## src/rtl/ifetch_pkg.sv

```systemverilog
// Shared types and default geometry for the instruction-fetch line buffer.
// Optional perf counters are enabled with IFETCH_PERF_CNT_EN.
package ifetch_pkg;

  typedef enum logic [1:0] {
    IDLE,
    MISS_REQ,
    MISS_WAIT,
    RESP
  } state_t;

  localparam int WORD_BYTES     = 4;
  localparam int ADDR_W_DEF     = 32;
  localparam int LINE_BYTES_DEF = 16;
  localparam int NUM_LINES_DEF  = 4;

  localparam int OFFSET_W = $clog2(LINE_BYTES_DEF);
  localparam int INDEX_W  = $clog2(NUM_LINES_DEF);
  localparam int TAG_W    = ADDR_W_DEF - OFFSET_W - INDEX_W;

  typedef struct packed {
    logic        valid;
    logic [31:0] data;
  } fetch_resp_t;

endpackage

```

## src/rtl/ifetch_line_store.sv

```systemverilog
// Direct-mapped tag/valid/data arrays for the fetch line buffer.
// One combinational read port, one fill port, synchronous invalidate-all.
module ifetch_line_store #(
  parameter int NUM_LINES = 4,
  parameter int IW        = 2,
  parameter int TAG_W     = 26,
  parameter int LINE_W    = 128
) (
  input  logic              clk,
  input  logic              rst_n,
  input  logic [IW-1:0]     rd_idx,
  output logic              rd_valid,
  output logic [TAG_W-1:0]  rd_tag,
  output logic [LINE_W-1:0] rd_line,
  input  logic              wr_en,
  input  logic [IW-1:0]     wr_idx,
  input  logic [TAG_W-1:0]  wr_tag,
  input  logic [LINE_W-1:0] wr_line,
  input  logic              inval_all
);

  logic [NUM_LINES-1:0] valid_q;
  logic [TAG_W-1:0]     tag_q  [NUM_LINES];
  logic [LINE_W-1:0]    data_q [NUM_LINES];

  assign rd_valid = valid_q[rd_idx];
  assign rd_tag   = tag_q[rd_idx];
  assign rd_line  = data_q[rd_idx];

  // invalidate wins over a same-cycle fill
  always_ff @(posedge clk or negedge rst_n) begin
    if (!rst_n) begin
      valid_q <= '0;
    end else if (inval_all) begin
      valid_q <= '0;
    end else if (wr_en) begin
      valid_q[wr_idx] <= 1'b1;
    end
  end

  always_ff @(posedge clk) begin
    if (wr_en) begin
      tag_q[wr_idx]  <= wr_tag;
      data_q[wr_idx] <= wr_line;
    end
  end

endmodule

```

## src/rtl/ifetch_line_buffer.sv

```systemverilog
// Instruction-fetch controller: direct-mapped line buffer in front of imemory.
// Define IFETCH_PERF_CNT_EN to add perf_hits / perf_misses outputs.
module ifetch_line_buffer
  import ifetch_pkg::*;
#(
  parameter int ADDR_WIDTH = ADDR_W_DEF,
  parameter int LINE_BYTES = LINE_BYTES_DEF,
  parameter int NUM_LINES  = NUM_LINES_DEF
) (
  input  logic                    clk,
  input  logic                    reset,
  input  logic                    cpu_req_valid,
  input  logic [ADDR_WIDTH-1:0]   cpu_req_addr,
  output logic                    cpu_req_ready,
  output logic                    cpu_resp_valid,
  output logic [31:0]             cpu_resp_data,
  input  logic                    flush,
`ifdef IFETCH_PERF_CNT_EN
  output logic [31:0]             perf_hits,
  output logic [31:0]             perf_misses,
`endif
  output logic [ADDR_WIDTH-1:0]   mem_address,
  output logic                    mem_start,
  input  logic                    mem_rdy,
  input  logic [8*LINE_BYTES-1:0] mem_data
);

  localparam int OFF_BITS = $clog2(LINE_BYTES);
  localparam int IDX_BITS = $clog2(NUM_LINES);
  localparam int IW       = (IDX_BITS > 0) ? IDX_BITS : 1;
  localparam int TAG_BITS = ADDR_WIDTH - OFF_BITS - IDX_BITS;
  localparam int WS       = OFF_BITS - $clog2(WORD_BYTES);
  localparam int LINE_W   = 8 * LINE_BYTES;

  function automatic logic [IW-1:0] idx_of(
    input logic [ADDR_WIDTH-1:0] a
  );
    return IW'((a >> OFF_BITS) & ADDR_WIDTH'(NUM_LINES - 1));
  endfunction

  function automatic logic [TAG_BITS-1:0] tag_of(
    input logic [ADDR_WIDTH-1:0] a
  );
    return TAG_BITS'(a >> (OFF_BITS + IDX_BITS));
  endfunction

  function automatic logic [WS-1:0] wsel_of(
    input logic [ADDR_WIDTH-1:0] a
  );
    return a[OFF_BITS-1:2];
  endfunction

  function automatic logic [31:0] word_of(
    input logic [LINE_W-1:0] l,
    input logic [WS-1:0]     w
  );
    return l[32*w +: 32];
  endfunction

  state_t                state_q, state_d;
  logic [ADDR_WIDTH-1:0] mem_addr_q;
  logic [WS-1:0]         wsel_q;
  logic                  killed_q;
  fetch_resp_t           pend_q;
  logic [31:0]           last_q;

  logic                  accept;
  logic                  hit;
  logic                  kill;
  logic                  fill;
  logic                  rd_valid;
  logic [TAG_BITS-1:0]   rd_tag;
  logic [LINE_W-1:0]     rd_line;

  ifetch_line_store #(
    .NUM_LINES (NUM_LINES),
    .IW        (IW),
    .TAG_W     (TAG_BITS),
    .LINE_W    (LINE_W)
  ) u_store (
    .clk       (clk),
    .rst_n     (reset),
    .rd_idx    (idx_of(cpu_req_addr)),
    .rd_valid  (rd_valid),
    .rd_tag    (rd_tag),
    .rd_line   (rd_line),
    .wr_en     (fill),
    .wr_idx    (idx_of(mem_addr_q)),
    .wr_tag    (tag_of(mem_addr_q)),
    .wr_line   (mem_data),
    .inval_all (flush)
  );

  assign cpu_req_ready = (state_q == IDLE) && !flush;
  assign accept        = cpu_req_valid && cpu_req_ready;
  assign hit           = rd_valid && (rd_tag == tag_of(cpu_req_addr));
  // a flush coinciding with mem_rdy kills the fill just like a registered kill
  assign kill          = killed_q || flush;
  assign fill          = (state_q == MISS_WAIT) && mem_rdy && !kill;

  assign mem_start      = (state_q == MISS_REQ);
  assign mem_address    = mem_addr_q;
  assign cpu_resp_valid = pend_q.valid && !flush;
  assign cpu_resp_data  = cpu_resp_valid ? pend_q.data : last_q;

  always_comb begin
    state_d = state_q;
    unique case (state_q)
      IDLE:      if (accept && !hit) state_d = MISS_REQ;
      MISS_REQ:  state_d = MISS_WAIT;
      MISS_WAIT: if (mem_rdy) state_d = kill ? IDLE : RESP;
      RESP:      state_d = IDLE;
      default:   state_d = IDLE;
    endcase
  end

  always_ff @(posedge clk or negedge reset) begin
    if (!reset) begin
      state_q    <= IDLE;
      mem_addr_q <= '0;
      wsel_q     <= '0;
      killed_q   <= 1'b0;
      pend_q     <= '0;
      last_q     <= '0;
    end else begin
      state_q      <= state_d;
      pend_q.valid <= 1'b0;
      if (accept) begin
        wsel_q <= wsel_of(cpu_req_addr);
        if (hit) begin
          pend_q.valid <= 1'b1;
          pend_q.data  <= word_of(rd_line, wsel_of(cpu_req_addr));
        end else begin
          mem_addr_q <= {cpu_req_addr[ADDR_WIDTH-1:OFF_BITS],
                         {OFF_BITS{1'b0}}};
        end
      end
      if (fill) begin
        pend_q.valid <= 1'b1;
        pend_q.data  <= word_of(mem_data, wsel_q);
      end
      if (cpu_resp_valid) last_q <= pend_q.data;
      if (state_d == IDLE) begin
        killed_q <= 1'b0;
      end else if (flush && (state_q == MISS_REQ
                          || state_q == MISS_WAIT)) begin
        killed_q <= 1'b1;
      end
    end
  end

`ifdef IFETCH_PERF_CNT_EN
  always_ff @(posedge clk or negedge reset) begin
    if (!reset) begin
      perf_hits   <= '0;
      perf_misses <= '0;
    end else if (accept) begin
      if (hit) perf_hits <= perf_hits + 32'd1;
      else     perf_misses <= perf_misses + 32'd1;
    end
  end
`endif

endmodule

```

## config.mk

```make
export PLATFORM = sky130hd
export DESIGN_NAME = ifetch_line_buffer
export DESIGN_NICKNAME = d
export VERILOG_FILES = /design/src/rtl/ifetch_pkg.sv /design/src/rtl/ifetch_line_store.sv /design/src/rtl/ifetch_line_buffer.sv
export SDC_FILE = /design/constraint.sdc
export NUM_CORES = 1
export LEC_CHECK = 0
export ABC_AREA = 1
export CAP_MARGIN = 5
export CORE_ASPECT_RATIO = 0.7
export CORE_MARGIN = 4
export CORE_UTILIZATION = 30
export DETAILED_ROUTE_END_ITERATION = 16
export PLACE_DENSITY_LB_ADDON = 0.05
export SYNTH_ARGS = -nofsm -noshare
export SYNTH_HDL_FRONTEND = slang
export SYNTH_SLANG_ARGS = --single-unit
```

## constraint.sdc

```tcl
create_clock -name clk -period 34.5 [get_ports clk]
set_input_delay 6.9 -clock clk [delete_from_list [all_inputs] [get_ports clk]]
set_output_delay 6.9 -clock clk [all_outputs]
set_load 0.02 [all_outputs]
```

==> flow_summary.json, run 1 <==
{
  "critical_path_arrival_ns": 9.52,
  "grt_pass1_wl_um": 143600,
  "io_buffer_count": 225,
  "r2r_end": "u_store.data_q[3][31]$_DFFE_PP_",
  "cts_tree": "done",
  "die_x_um": 383.2,
  "grt_pass1_vias": 19993,
  "gp_congestion": 0.7360,
  "initial_core_util": 0.3019,
  "grt_max_degree": 129,
  "worstHoldStart": "u_store.valid_q[3]$_DFFE_PN0P_",
  "final_cell_mix": "780 x nand2_1, 616 x edfxtp_1, 220 x clkdlybuf4s50_1, 205 x a21oi_1, 176 x nand3_1",
  "crit_family": "buffers and inverters",
  "fin_nets": 2906,
  "synth-compound-area-share": 0.1049,
  "power.density_nw_per_um2": 66.17,
  "crit_chain": "clkdlybuf4s50_1 > inv_1 > nand2_2 > o21ai_0 > clkdlybuf4s50_1",
  "syn_area_per_cell_um2": 11.52,
  "synth_top_family_by_area": "simple AND/OR/NAND/NOR gates",
  "cts.repair.resized": 0,
  "max_stage_delay_ns": 0.68,
  "dr.pass1.iters": 5,
  "io_pins": 232,
  "via_per_inst": 4.865,
  "status": "finished, final reports clean",
  "p_clk_frac": 0.345,
  "ant_nets": 0,
  "critPathCaptureType": "output pin",
  "postCtsSetupBuffers": 0,
  "fmax_ghz": 0.06091,
  "synth_area_um2": 29560,
  "drt_iter0_markers": 1557,
  "synth_edf_count": 616,
  "hpwl_um": 56080,
  "final_area_um2": 35520,
  "worstHoldPathType": "flip-flop to flip-flop",
  "clk_latency_ns": 0.64,
  "p_leak_nw": 12.78,
  "overflow": 0,
  "ir_drop_mv": 0.03225,
  "pwr-share-seq": 0.463,
  "ys_seq_area_frac": 0.7122,
  "fp-row-count": 96,
  "comb_power_share": 0.193,
  "async_reset_ff_frac": 0.1421,
  "rsz0062_at_grt": "false",
  "ys.warnings.count": 0,
  "synthFlopType": "edfxtp_1",
  "synth_cell_types": 32,
  "postSynthRegisterBits": 718,
  "core_um2": 97890,
  "dp_cells": 3979,
  "setup_viol": 0,
  "worstMarginPinSlew_ns": 1.116,
  "synthCells": 2566,
  "die_height_um": 270.6,
  "die_area_um2": 103700,
  "yosys-mux-area-fraction": 0,
  "synth-simple-area-share": 0.1434,
  "cts.sinks": 718,
  "setup_tns_ns": 0,
  "layout.cells.non_filler": 4137,
  "r2r_start": "state_q[0]$_DFF_PN0_",
  "netSwitchingFraction": 0.2955,
  "root_buffer": "clkbuf_16",
  "crit_fanout": 65,
  "r2r_cells": 8,
  "drc_errors": 0,
  "synth-adder-area-share": 0.001693,
  "relSlewSlack": 0.2533,
  "slowest_stage": "clkdlybuf4s50_1",
  "cp.required_ns": 27.60,
  "crit_path_start_kind": "input port",
  "via_count": 20128,
  "min_path_cells": 1,
  "finalCritPeriodShare": 0.4759,
  "layout_commonest_cell": "nand2_1",
  "routed_wl_um": 98630,
  "skew_ns": 0.01468,
  "min_to": "u_store.valid_q[3]$_DFFE_PN0P_",
  "hold_viol": 0,
  "avgRoutedWirePerCell_um": 23.84,
  "drv_slew": 0,
  "cts_hold_buf": 0,
  "grt_use_total": 0.1885,
  "crit_buf_inv": 3,
  "intPower_w": 0.001655,
  "layout_min_cycle_time_ns": 16.42,
  "critical_path_class": "input port to output pin",
  "crit_path_frequent_cell": "clkdlybuf4s50_1",
  "clk_pin_slew_ns": 0.06,
  "yosys.area_share.xor_xnor": 0.0005926,
  "cts-htree-levels": 3,
  "p_switching_w": 0.0006945,
  "drive_above_1_share": 0.05496,
  "rrSetupSlack_ns": 31.02,
  "dpl_cell_area_um2": 33050,
  "drv_cap": 0,
  "syn2layout_area_growth_pct": 20.16,
  "clk_path_buf_depth": 3,
  "cts_buffers": 79,
  "antenna_found_initial": 25
}
## through the flow
stage | setup WS, ns | util | hold slack, ns | total power [W]
after floorplan | 15.41 | - | 0.4645 | 0.001335
after global placement | 18.12 | 0.3376 | 0.4729 | 0.001564
after detailed placement | 18.05 | 0.3376 | 0.4807 | 0.001568
after CTS | 18.03 | 0.3625 | 0.4944 | 0.002389
after global routing | 17.77 | 0.3626 | 0.5069 | 0.002466
final | 18.08 | 0.3628 | 0.4895 | 0.002350
## sequential cells by signal, indices dropped and copies added, names as in the netlist
name and cells:
u_store.valid_q 4, last_q 32, mem_address 28, wsel_q 2, u_store.tag_q 104, state_q 2
pend_q 33, u_store.data_q 512, killed_q 1
## routing by layer
| layer | vias to the layer above | wire length, um | part of all wire | GRT usage |
|---|---|---|---|---|
| met4 | 16 | 2092 | 0.021 | 0.04611 |
| li1 | 9477 | - | - | - |
| met3 | 124 | 5722 | 0.058 | 0.04531 |
| met5 | - | 92 | 0.00093 | 0 |
| met2 | 427 | 45170 | 0.46 | 0.2977 |
| met1 | 10084 | 45550 | 0.46 | 0.2619 |
## power groups by stage
stage	clock [W]	combinational, W	sequential (W)
after floorplan	0	0.000219	0.00112
final	0.000810	0.000453	0.00109
after detailed placement	0	0.000463	0.00111
after global routing	0.000874	0.000495	0.00110
after global placement	0	0.000461	0.00110
after CTS	0.000836	0.000465	0.00109
## worst max path at each step
stage          startpoint                        endpoint  slack [ns]  cells past startpoint
6_report            flush               cpu_resp_data[12]       18.08                      5
5_1_grt             flush               cpu_resp_data[30]       17.77                      5
4_1_cts             flush                cpu_resp_data[1]       18.03                      5
3_5_place_dp        flush               cpu_resp_data[12]       18.05                      5
3_3_place_gp        flush               cpu_resp_data[18]       18.12                      5
2_1_floorplan     mem_rdy  u_store.data_q[1][0]$_DFFE_PP_       15.41                      5
## Yosys cell counts (22+ instances only)
master      n  area, um^2
a21oi_1   205        1026
a32o_1     22       220.2
clkbuf_1   79       296.5
o21ai_0   130       650.6
buf_1      30       112.6
nand3_1   176       880.8
a22oi_1    32       240.2
o211ai_1   24       180.2
nand2_1   781        2932
dfrtp_1   102        2552
buf_2      43       215.2
inv_1      78       292.8
nor2_1     99       371.6
o21ai_1    27       135.1
o22ai_1    32       200.2
o311ai_0   42       367.9
edfxtp_1  616       18500
## kinds of logic after synthesis
logic type	count (synthesis)
and+or+nand+nor	1065
xor gates and xnor gates	2
buffers and inverters	253
other	1
AOI/OAI and AO/OA	523
DFF	718
adders and majority gates	4
## area by class of cell
cell class	instances	area [um^2]
Multi-Input combinational cell	1598	7457
Inverter	82	320.3
Clock buffer	112	2227
Timing Repair Buffer	258	2562
Sequential cell	718	21050
Tap cell	1323	1655
Antenna cell	12	30.03
Fill cell	9563	62380
Clock inverter	34	210.2
No activity file was read; power rests on OpenSTA's default activity.
==> run 2, diff against run 1 <==
==> constraint.sdc (replaced) <==
create_clock -name clk -period 17.2 [get_ports clk]
set_input_delay 3.44 -clock clk [delete_from_list [all_inputs] [get_ports clk]]
set_output_delay 3.44 -clock clk [all_outputs]
set_load 0.02 [all_outputs]
==> flow_summary.json, run 2 (synthesized netlist as in run 1, its figures left out) <==
{
  "crit_path_frequent_cell": "clkdlybuf4s50_1",
  "setup_viol": 0,
  "critical_path_class": "input port to output pin",
  "regMostFlops": "u_store.data_q",
  "die_x_um": 383.2,
  "fmax_ghz": 0.1055,
  "antenna_found_initial": 27,
  "crit_chain": "clkdlybuf4s50_1 > inv_1 > nand2_2 > o21ai_0 > clkdlybuf4s50_1",
  "crit_fanout": 65,
  "drt_iter0_markers": 1361,
  "r2r_start": "u_store.tag_q[1][7]$_DFFE_PP_",
  "r2r_cells": 11,
  "initial_core_util": 0.3019,
  "worstHoldPathType": "flip-flop to flip-flop",
  "crit_family": "buffers and inverters",
  "worstHoldStart": "u_store.valid_q[3]$_DFFE_PN0P_",
  "drc_errors": 0,
  "root_buffer": "clkbuf_16",
  "clk_latency_ns": 0.65,
  "critical_path_arrival_ns": 6.04,
  "clk_path_buf_depth": 3,
  "gp_congestion": 0.7321,
  "rsz0062_at_grt": "false",
  "postCtsSetupBuffers": 0,
  "dp_cells": 3979,
  "ant_nets": 0,
  "routed_wl_um": 97960,
  "setup_slack_ns": 7.719,
  "fp-row-count": 96,
  "final_cell_mix": "780 x nand2_1, 616 x edfxtp_1, 220 x clkdlybuf4s50_1, 205 x a21oi_1, 176 x nand3_1",
  "pre_cts_slack_ns": 7.667,
  "relSlewSlack": 0.2197,
  "overflow": 0,
  "layout_commonest_cell": "nand2_1",
  "rrSetupSlack_ns": 13.89,
  "io_buffer_count": 225,
  "grt_pass1_vias": 19583,
  "hpwl_um": 55750,
  "crit_path_start_kind": "input port",
  "cts.repair.resized": 0,
  "cts_tree": "done",
  "slowest_stage": "clkdlybuf4s50_1",
  "worstMarginPinSlew_ns": 1.169,
  "dr.pass1.iters": 5,
  "min_to": "u_store.valid_q[3]$_DFFE_PN0P_",
  "clk_pin_slew_ns": 0.06,
  "ir_drop_mv": 0.06938,
  "setup_tns_ns": 0,
  "finalCritPeriodShare": 0.5512,
  "die_height_um": 270.6,
  "die_area_um2": 103700,
  "skew_ns": 0.02514,
  "grt_max_degree": 129,
  "via_per_inst": 4.866,
  "r2r_end": "killed_q$_DFFE_PN0P_",
  "min_path_cells": 1,
  "grt_pass1_wl_um": 141200,
  "layout_min_cycle_time_ns": 9.481,
  "nFillCells": 9510,
  "grt_use_total": 0.1862,
  "cts.sinks": 718,
  "syn2layout_area_growth_pct": 20.46,
  "io_pins": 232,
  "fin_nets": 2906,
  "crit_buf_inv": 3,
  "power.density_nw_per_um2": 133.7,
  "largest_register_ffs": 512,
  "max_stage_delay_ns": 0.68,
  "avgRoutedWirePerCell_um": 23.69,
  "p_leak_nw": 12.83,
  "drv_slew": 0,
  "drv_cap": 0,
  "layout.cells.non_filler": 4134,
  "cts_hold_buf": 0,
  "cp.required_ns": 13.76,
  "critPathCaptureType": "output pin",
  "path_depth": 5,
  "hold_viol": 0,
  "cts-htree-levels": 3,
  "via_count": 20114,
  "largestRegisters": "u_store.data_q (512), u_store.tag_q (104), pend_q (33)",
  "drive_above_1_share": 0.05859,
  "core_um2": 97890,
  "cts_buffers": 79,
  "status": "finished, final reports clean"
}
-- run 2: cell count changes in the layout (fill, tap and decap cells not counted), sizes merged --
cell / previous run / this run
clkinv: 32 / 26
clkinvlp: 0 / 1
clkbuf: 112 / 109
bufinv: 2 / 4
inv: 82 / 85
-- run 2: worst max-delay path by stage --
stage	slack [ns]	startpoint	to
6_report	7.72	flush	cpu_resp_data[20]
5_1_grt	7.46	flush	cpu_resp_data[23]
4_1_cts	7.65	flush	cpu_resp_data[30]
2_1_floorplan	1.57	mem_rdy	u_store.data_q[1][0]$_DFFE_PP_
3_3_place_gp	7.74	flush	cpu_resp_data[29]
3_5_place_dp	7.67	flush	cpu_resp_data[30]
-- run 2: layer usage --
metal  track usage  routed length, um  vias to the layer above
met1        0.2571              45220                    10049
li1              -                  -                     9475
met2        0.2903              44370                      417
met4       0.05283               2539                       18
met3       0.04768               5737                      155
met5             0                 89                        -
-- run 2: through the flow --
stage | area (um^2) | utilization | hold WS, ns | total power (W)
after floorplan | 29570 | - | 0.4645 | 0.002678
after global placement | 33050 | 0.3376 | 0.4735 | 0.003138
after detailed placement | 33050 | 0.3376 | 0.4853 | 0.003147
after CTS | 35570 | 0.3634 | 0.4997 | 0.004842
after global routing | 35590 | 0.3635 | 0.5032 | 0.004994
final | 35600 | 0.3637 | 0.4965 | 0.004761
-- run 2: worst reg2reg max path, stage by stage, from the launching register on --
cell	delay [ns]
edfxtp_1	0.37
nand2_1	0.08
nand3_1	0.11
nand3_1	0.37
nand4_1	0.16
nor2_1	0.42
nand2_1	0.10
nor2_1	0.18
nand2_2	0.15
nand2_2	0.87
a21oi_1	0.22
a21oi_1	0.19
-- run 2: final cells by class --
class | instances | area, um^2 | area share
Tap cell | 1323 | 1655 | 0.04649
Sequential cell | 718 | 21050 | 0.5913
Timing Repair Buffer | 258 | 2562 | 0.07197
Inverter | 82 | 320.3 | 0.008996
Clock inverter | 34 | 270.3 | 0.007591
Multi-Input combinational cell | 1598 | 7457 | 0.2094
Clock buffer | 109 | 2256 | 0.06336
Antenna cell | 12 | 30.03 | 0.0008434
-- run 2: where the power goes --
group / internal [W] / switching (W) / total (W)
combinational: 0.000306 / 0.000616 / 0.000922
sequential: 0.00208 / 0.0000836 / 0.00217
clock: 0.000976 / 0.000695 / 0.00167
==> run 3, diff against run 2 <==
==> constraint.sdc (replaced) <==
create_clock -name clk -period 8.55 [get_ports clk]
set_input_delay 1.71 -clock clk [delete_from_list [all_inputs] [get_ports clk]]
set_output_delay 1.71 -clock clk [all_outputs]
set_load 0.02 [all_outputs]
==> flow_summary.json, run 3 (synthesized netlist as in run 1, its figures left out) <==
{
  "status": "finished, final reports clean",
  "dr.pass1.iters": 5,
  "cts-htree-levels": 3,
  "startpoint": "flush",
  "grt_use_total": 0.1902,
  "largest_register_ffs": 512,
  "r2r_start": "state_q[0]$_DFF_PN0_",
  "cts_buffers": 79,
  "drc_errors": 0,
  "crit_path_start_kind": "input port",
  "rrSetupSlack_ns": 3.87,
  "via_count": 20064,
  "die_area_um2": 103700,
  "use_met3": 0.05629,
  "gp_congestion": 0.7466,
  "layout_commonest_cell": "nand2_1",
  "final_area_um2": 35580,
  "worstMarginPinSlew_ns": 1.103,
  "critical_path_arrival_ns": 4.35,
  "fp-row-count": 96,
  "die_height_um": 270.6,
  "clk_path_buf_depth": 3,
  "cts.sinks": 718,
  "via_per_inst": 4.852,
  "cts.repair.resized": 0,
  "busiest_layer": "met2",
  "finalCritPeriodShare": 0.7082,
  "fin_nets": 2906,
  "min_path_cells": 1,
  "relSlewSlack": 0.2622,
  "ant_nets": 0,
  "fmax_ghz": 0.1651,
  "crit_fanout": 65,
  "critPathCaptureType": "output pin",
  "largestRegisters": "u_store.data_q (512), u_store.tag_q (104), pend_q (33)",
  "grt_pass1_vias": 19854,
  "drv_cap": 0,
  "nFillCells": 9574,
  "power.density_nw_per_um2": 268.3,
  "cp-endpoint": "cpu_resp_data[23]",
  "grt_pass1_wl_um": 144300,
  "layout_min_cycle_time_ns": 6.055,
  "hold_viol": 0,
  "final_core_util": 0.3635,
  "r2r_end": "u_store.data_q[2][92]$_DFFE_PP_",
  "hold_ws_ns": 0.4916,
  "ir_drop_mv": 0.1618,
  "worstHoldPathType": "flip-flop to flip-flop",
  "r2r_cells": 7,
  "skew_ns": 0.01712,
  "root_buffer": "clkbuf_16",
  "clk_latency_ns": 0.64,
  "pre_cts_slack_ns": 2.203,
  "antenna_found_initial": 26,
  "critical_path_class": "input port to output pin",
  "drv_slew": 0,
  "postCtsSetupBuffers": 0,
  "syn2layout_area_growth_pct": 20.38,
  "drive_above_1_share": 0.05748,
  "met1_usage": 0.2645,
  "final_cell_mix": "780 x nand2_1, 616 x edfxtp_1, 220 x clkdlybuf4s50_1, 205 x a21oi_1, 176 x nand3_1",
  "hpwl_um": 56350,
  "io_pins": 232,
  "p_leak_nw": 12.81,
  "avgRoutedWirePerCell_um": 24.00,
  "setup_slack_ns": 2.495,
  "grt_max_degree": 137,
  "core_um2": 97890,
  "cts_tree": "done",
  "routed_wl_um": 99250,
  "io_buffer_count": 225,
  "regMostFlops": "u_store.data_q",
  "cp.required_ns": 6.84,
  "overflow": 0,
  "drt_iter0_markers": 1455,
  "use_met2": 0.2917,
  "die_x_um": 383.2,
  "rsz0062_at_grt": "false",
  "setup_viol": 0,
  "clk_pin_slew_ns": 0.06,
  "cts_hold_buf": 0,
  "dpl_cell_area_um2": 33090,
  "initial_core_util": 0.3019
}
==> run 3: cell types whose count changed in the layout (fill, tap and decap cells not counted), moves of 2 or more <==
| cell | before | now |
|---|---|---|
| clkbuf_8 | 6 | 8 |
| nor3_2 | 4 | 0 |
| clkbuf_1 | 19 | 24 |
| clkbuf_16 | 84 | 81 |
| clkinv_2 | 11 | 8 |
| nor3_4 | 1 | 5 |
| clkinv_4 | 0 | 2 |
==> run 3: worst min path at each step <==
stage                                         from                        endpoint
floorplan           u_store.valid_q[0]$_DFFE_PN0P_  u_store.valid_q[0]$_DFFE_PN0P_
global placement    u_store.valid_q[2]$_DFFE_PN0P_  u_store.valid_q[2]$_DFFE_PN0P_
detailed placement  u_store.valid_q[1]$_DFFE_PN0P_  u_store.valid_q[1]$_DFFE_PN0P_
CTS                 u_store.valid_q[1]$_DFFE_PN0P_  u_store.valid_q[1]$_DFFE_PN0P_
global route        u_store.valid_q[1]$_DFFE_PN0P_  u_store.valid_q[1]$_DFFE_PN0P_
finish              u_store.valid_q[1]$_DFFE_PN0P_  u_store.valid_q[1]$_DFFE_PN0P_
==> run 3: final cells by class <==
cell class | count | area, um^2 | share of cell area
sequential | 718 | 21060 | 0.5917
multi-input combinational | 1598 | 7482 | 0.2103
timing repair buffer | 258 | 2575 | 0.07237
clock buffer | 113 | 2227 | 0.06259
tap | 1323 | 1655 | 0.04652
inverter | 82 | 321.6 | 0.009037
clock inverter | 32 | 237.7 | 0.006681
antenna | 11 | 27.53 | 0.0007736
==> run 3: per-layer routing <==
metal,vias up,share of wire
met1,9960,0.46
met3,147,0.065
met5,-,0.0016
met2,444,0.45
li1,9487,-
met4,26,0.022
==> run 3: critical path, cell delays in order <==
cell,delay [ns]
clkdlybuf4s50_1,0.56
inv_1,0.22
nand2_2,0.58
o21ai_0,0.55
clkdlybuf4s50_1,0.69
==> run 3: stage by stage <==
step | std cells | total power, W | setup TNS [ns]
2_1_floorplan | 2569 | 0.005374 | -385.83
3_3_place_gp | 3979 | 0.006321 | 0
3_5_place_dp | 3979 | 0.006336 | 0
4_1_cts | 4124 | 0.009701 | 0
5_1_grt | 4125 | 0.01003 | 0
6_report | 4135 | 0.009546 | 0
==> run 3: power by group <==
group | switching, W | total [W] | internal, W
clock network | 0.00142 | 0.00332 | 0.00190
logic | 0.00122 | 0.00184 | 0.000616
registers | 0.000197 | 0.00439 | 0.00419
